--- src/rtl/muldiv_seq.sv ---
// Sequential unsigned multiply/divide (multu/divu) for the EX stage.
// Each of 32 iterations borrows the shared 32-bit ALU through alu_a/alu_b/alu_ctr and consumes alu_res.
//
//   state  | meaning
//   IDLE   | waiting for start; ALU operand mux released
//   RUN    | iterating; owns the ALU, stalls the pipeline
//   DONE   | one-cycle completion pulse, hi/lo valid

module muldiv_seq (
  input  logic        clk,
  input  logic        rst_n,
  input  logic        start,
  input  logic        op,
  input  logic [31:0] src_a,
  input  logic [31:0] src_b,
  input  logic        kill,
  input  logic [31:0] alu_res,
  output logic        alu_own,
  output logic [31:0] alu_a,
  output logic [31:0] alu_b,
  output logic [2:0]  alu_ctr,
  output logic        busy,
  output logic        done,
  output logic [31:0] hi,
  output logic [31:0] lo
);

  typedef enum logic [1:0] {S_IDLE, S_RUN, S_DONE} state_e;

  localparam logic [2:0] ALU_ADD = 3'b010;
  localparam logic [2:0] ALU_SUB = 3'b110;

  state_e      state_q, state_d;
  logic [31:0] acc_q, acc_d;
  logic [31:0] shf_q, shf_d;
  logic [31:0] opnd_q, opnd_d;
  logic        mode_q, mode_d;
  logic [4:0]  cnt_q, cnt_d;
  logic [31:0] hi_q, hi_d;
  logic [31:0] lo_q, lo_d;

  logic [31:0] acc_nx, shf_nx;
  logic        ma, mb, mr, add_c, sub_nb;

  always_comb begin
    alu_a   = '0;
    alu_b   = '0;
    alu_ctr = '0;
    if (state_q == S_RUN) begin
      if (!mode_q) begin
        alu_a   = acc_q;
        alu_b   = shf_q[0] ? opnd_q : '0;
        alu_ctr = ALU_ADD;
      end else begin
        alu_a   = {acc_q[30:0], shf_q[31]};
        alu_b   = opnd_q;
        alu_ctr = ALU_SUB;
      end
    end
  end

  // The ALU has no carry-out, so rebuild it from the operand/result MSBs.
  assign ma     = alu_a[31];
  assign mb     = alu_b[31];
  assign mr     = alu_res[31];
  assign add_c  = (ma & mb) | ((ma | mb) & ~mr);
  assign sub_nb = (ma & ~mb) | ((ma | ~mb) & ~mr);

  always_comb begin
    acc_nx = acc_q;
    shf_nx = shf_q;
    if (!mode_q) begin
      {acc_nx, shf_nx} = {add_c, alu_res, shf_q[31:1]};
    end else if (acc_q[31] | sub_nb) begin
      acc_nx = alu_res;
      shf_nx = {shf_q[30:0], 1'b1};
    end else begin
      acc_nx = alu_a;
      shf_nx = {shf_q[30:0], 1'b0};
    end
  end

  always_comb begin
    state_d = state_q;
    acc_d   = acc_q;
    shf_d   = shf_q;
    opnd_d  = opnd_q;
    mode_d  = mode_q;
    cnt_d   = cnt_q;
    hi_d    = hi_q;
    lo_d    = lo_q;
    case (state_q)
      S_IDLE, S_DONE: begin
        state_d = S_IDLE;
        if (start && !kill) begin
          state_d = S_RUN;
          mode_d  = op;
          opnd_d  = src_b;
          cnt_d   = '0;
          acc_d   = '0;
          shf_d   = src_a;
        end
      end
      S_RUN: begin
        if (kill) begin
          state_d = S_IDLE;
        end else begin
          acc_d = acc_nx;
          shf_d = shf_nx;
          cnt_d = cnt_q + 5'd1;
          if (cnt_q == 5'd31) begin
            state_d = S_DONE;
            hi_d    = acc_nx;
            lo_d    = shf_nx;
          end
        end
      end
      default: state_d = S_IDLE;
    endcase
  end

  always_ff @(posedge clk) begin
    if (!rst_n) begin
      state_q <= S_IDLE;
      acc_q   <= '0;
      shf_q   <= '0;
      opnd_q  <= '0;
      mode_q  <= 1'b0;
      cnt_q   <= '0;
      hi_q    <= '0;
      lo_q    <= '0;
    end else begin
      state_q <= state_d;
      acc_q   <= acc_d;
      shf_q   <= shf_d;
      opnd_q  <= opnd_d;
      mode_q  <= mode_d;
      cnt_q   <= cnt_d;
      hi_q    <= hi_d;
      lo_q    <= lo_d;
    end
  end

  assign busy    = (state_q == S_RUN);
  assign alu_own = (state_q == S_RUN);
  assign done    = (state_q == S_DONE);
  assign hi      = hi_q;
  assign lo      = lo_q;

endmodule

--- config.mk ---
export PLATFORM = sky130hd
export DESIGN_NAME = muldiv_seq
export DESIGN_NICKNAME = d
export VERILOG_FILES = /design/src/rtl/muldiv_seq.sv
export SDC_FILE = /design/constraint.sdc
export NUM_CORES = 1
export LEC_CHECK = 0
export ABC_AREA = 1
export BUFFER_PORTS_ARGS = -buffer_cell sky130_fd_sc_hd__buf_2
export CORE_ASPECT_RATIO = 1.2
export CORE_MARGIN = 2
export CORE_UTILIZATION = 57
export DETAILED_ROUTE_END_ITERATION = 16
export PLACE_DENSITY = 0.86
export SETUP_SLACK_MARGIN = 0.1
export SLEW_MARGIN = 0
export SYNTH_ARGS = -nofsm -noshare
export SYNTH_HDL_FRONTEND = slang
export SYNTH_SLANG_ARGS = --single-unit
--- constraint.sdc ---
create_clock -name clk -period 4.1 [get_ports clk]
set_clock_uncertainty 0.05 [all_clocks]
set_input_delay 0.41 -clock clk [delete_from_list [all_inputs] [get_ports clk]]
set_output_delay 0.41 -clock clk [all_outputs]
set_load 0.01 [all_outputs]
==> reports/metrics.cfg <==
[setup_path]
crit_slowest_cell = buf_4
cp-end-kind = output port
critPathArrivalTime_ps = 2420
path_common_cell = buf_4
path_cells = nand2_2 > buf_4 > inv_4 > buf_4 > nand2_1 > nor2_1 > buf_2
critPathTopFamily = buffers and inverters
crit_required_ps = 3640
critPathKind = flip-flop to output port
startpoint_type = flip-flop
critPathMaxStageDelay_ps = 560
cp_max_fo = 73
worst-path-buf-inv = 4

[grt]
globalRouteOverflowTotal = 0
grt_pass1_vias = 7925
globalRouteTotalUtil_pct = 28.4
antenna_found_initial = 2
grt_pass1_wl_um = 35900
grt_max_degree = 74

[placement]
place_inst = 1580
gp_congestion = 0.850
port_buffers = 233
hpwl_um = 14600
dp_slack_ps = 1350

[layout]
area_growth_syn_to_layout_pct = 20.0
instances_no_fill = 1612
n_antenna_cell = 0
fin_nets = 1527
drive_gt1_share_pct = 22.8

[run_status]
status = finished, final reports clean

[detailed_routing]
routedWlPerCell_um = 13.9
drt_iter0_markers = 802
ant_nets = 0
dr_total_vias = 8720
drc_errors = 0
dr.pass1.iters = 5
via_per_inst = 5.41
routed_wl_um = 22400

[timing]
setup_violations = 0
maxSlewViolCount = 0
rsz0062_at_grt = no
setup_tns_ps = 0
tightest_slew_ps = 1010
finalHoldViolCount = 0
period_needed_ps = 2880
fin_ws_ps = 1220
period_share_pct = 70.3
fmax_ghz = 0.347
slew_headroom_pct = 32.6

[logic_synthesis]
yosys.cell_types.count = 31
ys_seq_area_share_pct = 40.4
synth_most_common_cell = nand2_1
synth_ff_type = dfxtp_1
yosysWarnings = 0
synthTopCellsByArea = dfxtp_1, nand2_1, nor2_1
avgSynthCellArea_um2 = 6.61
postSynthCellCount = 1258
netlist_area_mm2 = 0.00832
syn_nets = 1361
ys_top_cells_by_count = nand2_1, nor2_1, dfxtp_1, nand3_1, a21oi_1
synth_top_area_share_pct = 40.4
yosysTopAreaCell = dfxtp_1
async_flop_share_pct = 0
synth_edf_count = 0
ys_ff_latch = 168

[floorplan]
start_util_pct = 58.0
die_w_um = 114
ios = 235
fp.coreArea_mm2 = 0.0144
rows = 48
die_area_mm2 = 0.0156
die_y_um = 136

[cts]
clk_latency_ps = 430
cts_hold_buf = 0
cts_resized = 0
clockBufferDepth = 2
tritoncts = yes
clock-root-buffer = clkbuf_16
postCtsSetupRepairBufs = 0
cts.clk_slew.worst_paths_ps = 60
htree_levels = 4
cts_buffers = 17
cts_sinks = 168

[min_path]
hold_class = input port to flip-flop

[pwr]
cellPowerDensity_mw_per_mm2 = 397
p_leak_nw = 4.49
worst_ir_drop_vdd_uv = 259

[job]
maxCapViolations = 0

## sequential cells by signal, indices dropped and copies added (netlist names)
register	flops
shf_q	32
lo	32
cnt_q	5
hi	32
state_q	2
opnd_q	32
mode_q	1
acc_q	32
## per-stage QoR
| step | hold slack, ps | util, % | area (µm²) | power (mW) |
|---|---|---|---|---|
| 3_5_place_dp | 407 | 64.9 | 9320 | 2.18 |
| 6_report | 167 | 69.6 | 9990 | 3.96 |
| 5_1_grt | 166 | 69.6 | 9990 | 4.10 |
| 2_1_floorplan | 393 | - | 8320 | 2.06 |
| 3_3_place_gp | 405 | 64.9 | 9320 | 2.17 |
| 4_1_cts | 160 | 69.6 | 9990 | 3.98 |
## cell usage in the layout (no fill, tap or decap), types with 2 or more instances in the layout
cell,netlist,layout
nand2_1,355,355
buf_2,40,233
nor2_1,191,191
dfxtp_1,168,167
nand3_1,109,109
a21oi_1,97,97
o21ai_0,60,60
inv_1,48,48
or2_2,34,34
a211oi_1,22,22
o21ai_1,19,19
clkbuf_16,0,17
buf_4,9,12
a31oi_1,11,11
mux2i_1,11,11
o211ai_1,9,9
bufinv_16,0,6
clkinv_2,0,5
nand2_2,4,4
inv_4,3,3
inv_2,5,3
nand3_2,2,2
nand2_4,2,2
nor3_1,2,2
ha_1,2,2
clkbuf_1,38,2
## path summary, 6_finish.rpt
kind	from	to	slack, ps	cells after the start
worst max register to register	mode_q	hi[28]	1310	12
worst max-delay path	state_q[0]	alu_b[17]	1220	7
worst min register to register	shf_q[11]	shf_q[11]	420	2
worst min-delay path	src_b[17]	opnd_q[17]	170	3
## layer usage
metal / part of all wire [%] / vias up / global-route usage (%)
met5: 0.076 / - / 0
met1: 41 / 3932 / 33.6
li1: - / 4386 / -
met2: 49 / 346 / 49.0
met3: 7.7 / 52 / 6.91
met4: 2.7 / 4 / 12.3
## area by class of cell
| cell class | instances | area [µm²] |
|---|---|---|
| sequential | 168 | 3370 |
| inverter | 57 | 224 |
| multi-input combinational | 935 | 4250 |
| fill | 1258 | 4370 |
| clock buffer | 20 | 447 |
| timing repair buffer | 245 | 1260 |
| clock inverter | 12 | 220 |
| tap | 175 | 219 |
## power by group
group / internal, mW / switching, mW / total (mW)
Clock: 1.16 / 0.657 / 1.82
Combinational: 0.147 / 0.273 / 0.420
Sequential: 1.69 / 0.0398 / 1.73
## worst min-delay path, delay by kind of cell
kind	cells	cell delay [ps]
simple gates	1	70
buf+inv	1	70
compound gates	1	50
## kinds of logic (layout without fill, tap and decap cells)
family	Yosys count	count (layout)	synth area share [%]
compound gates	219	219	14.3
mux	11	11	1.32
other cells	1	1	0.0451
flops	168	168	40.4
buf+inv	155	334	8.45
fa+ha+maj	2	2	0.301
simple gates	702	702	35.1
Power figures use the tool's default switching activity.
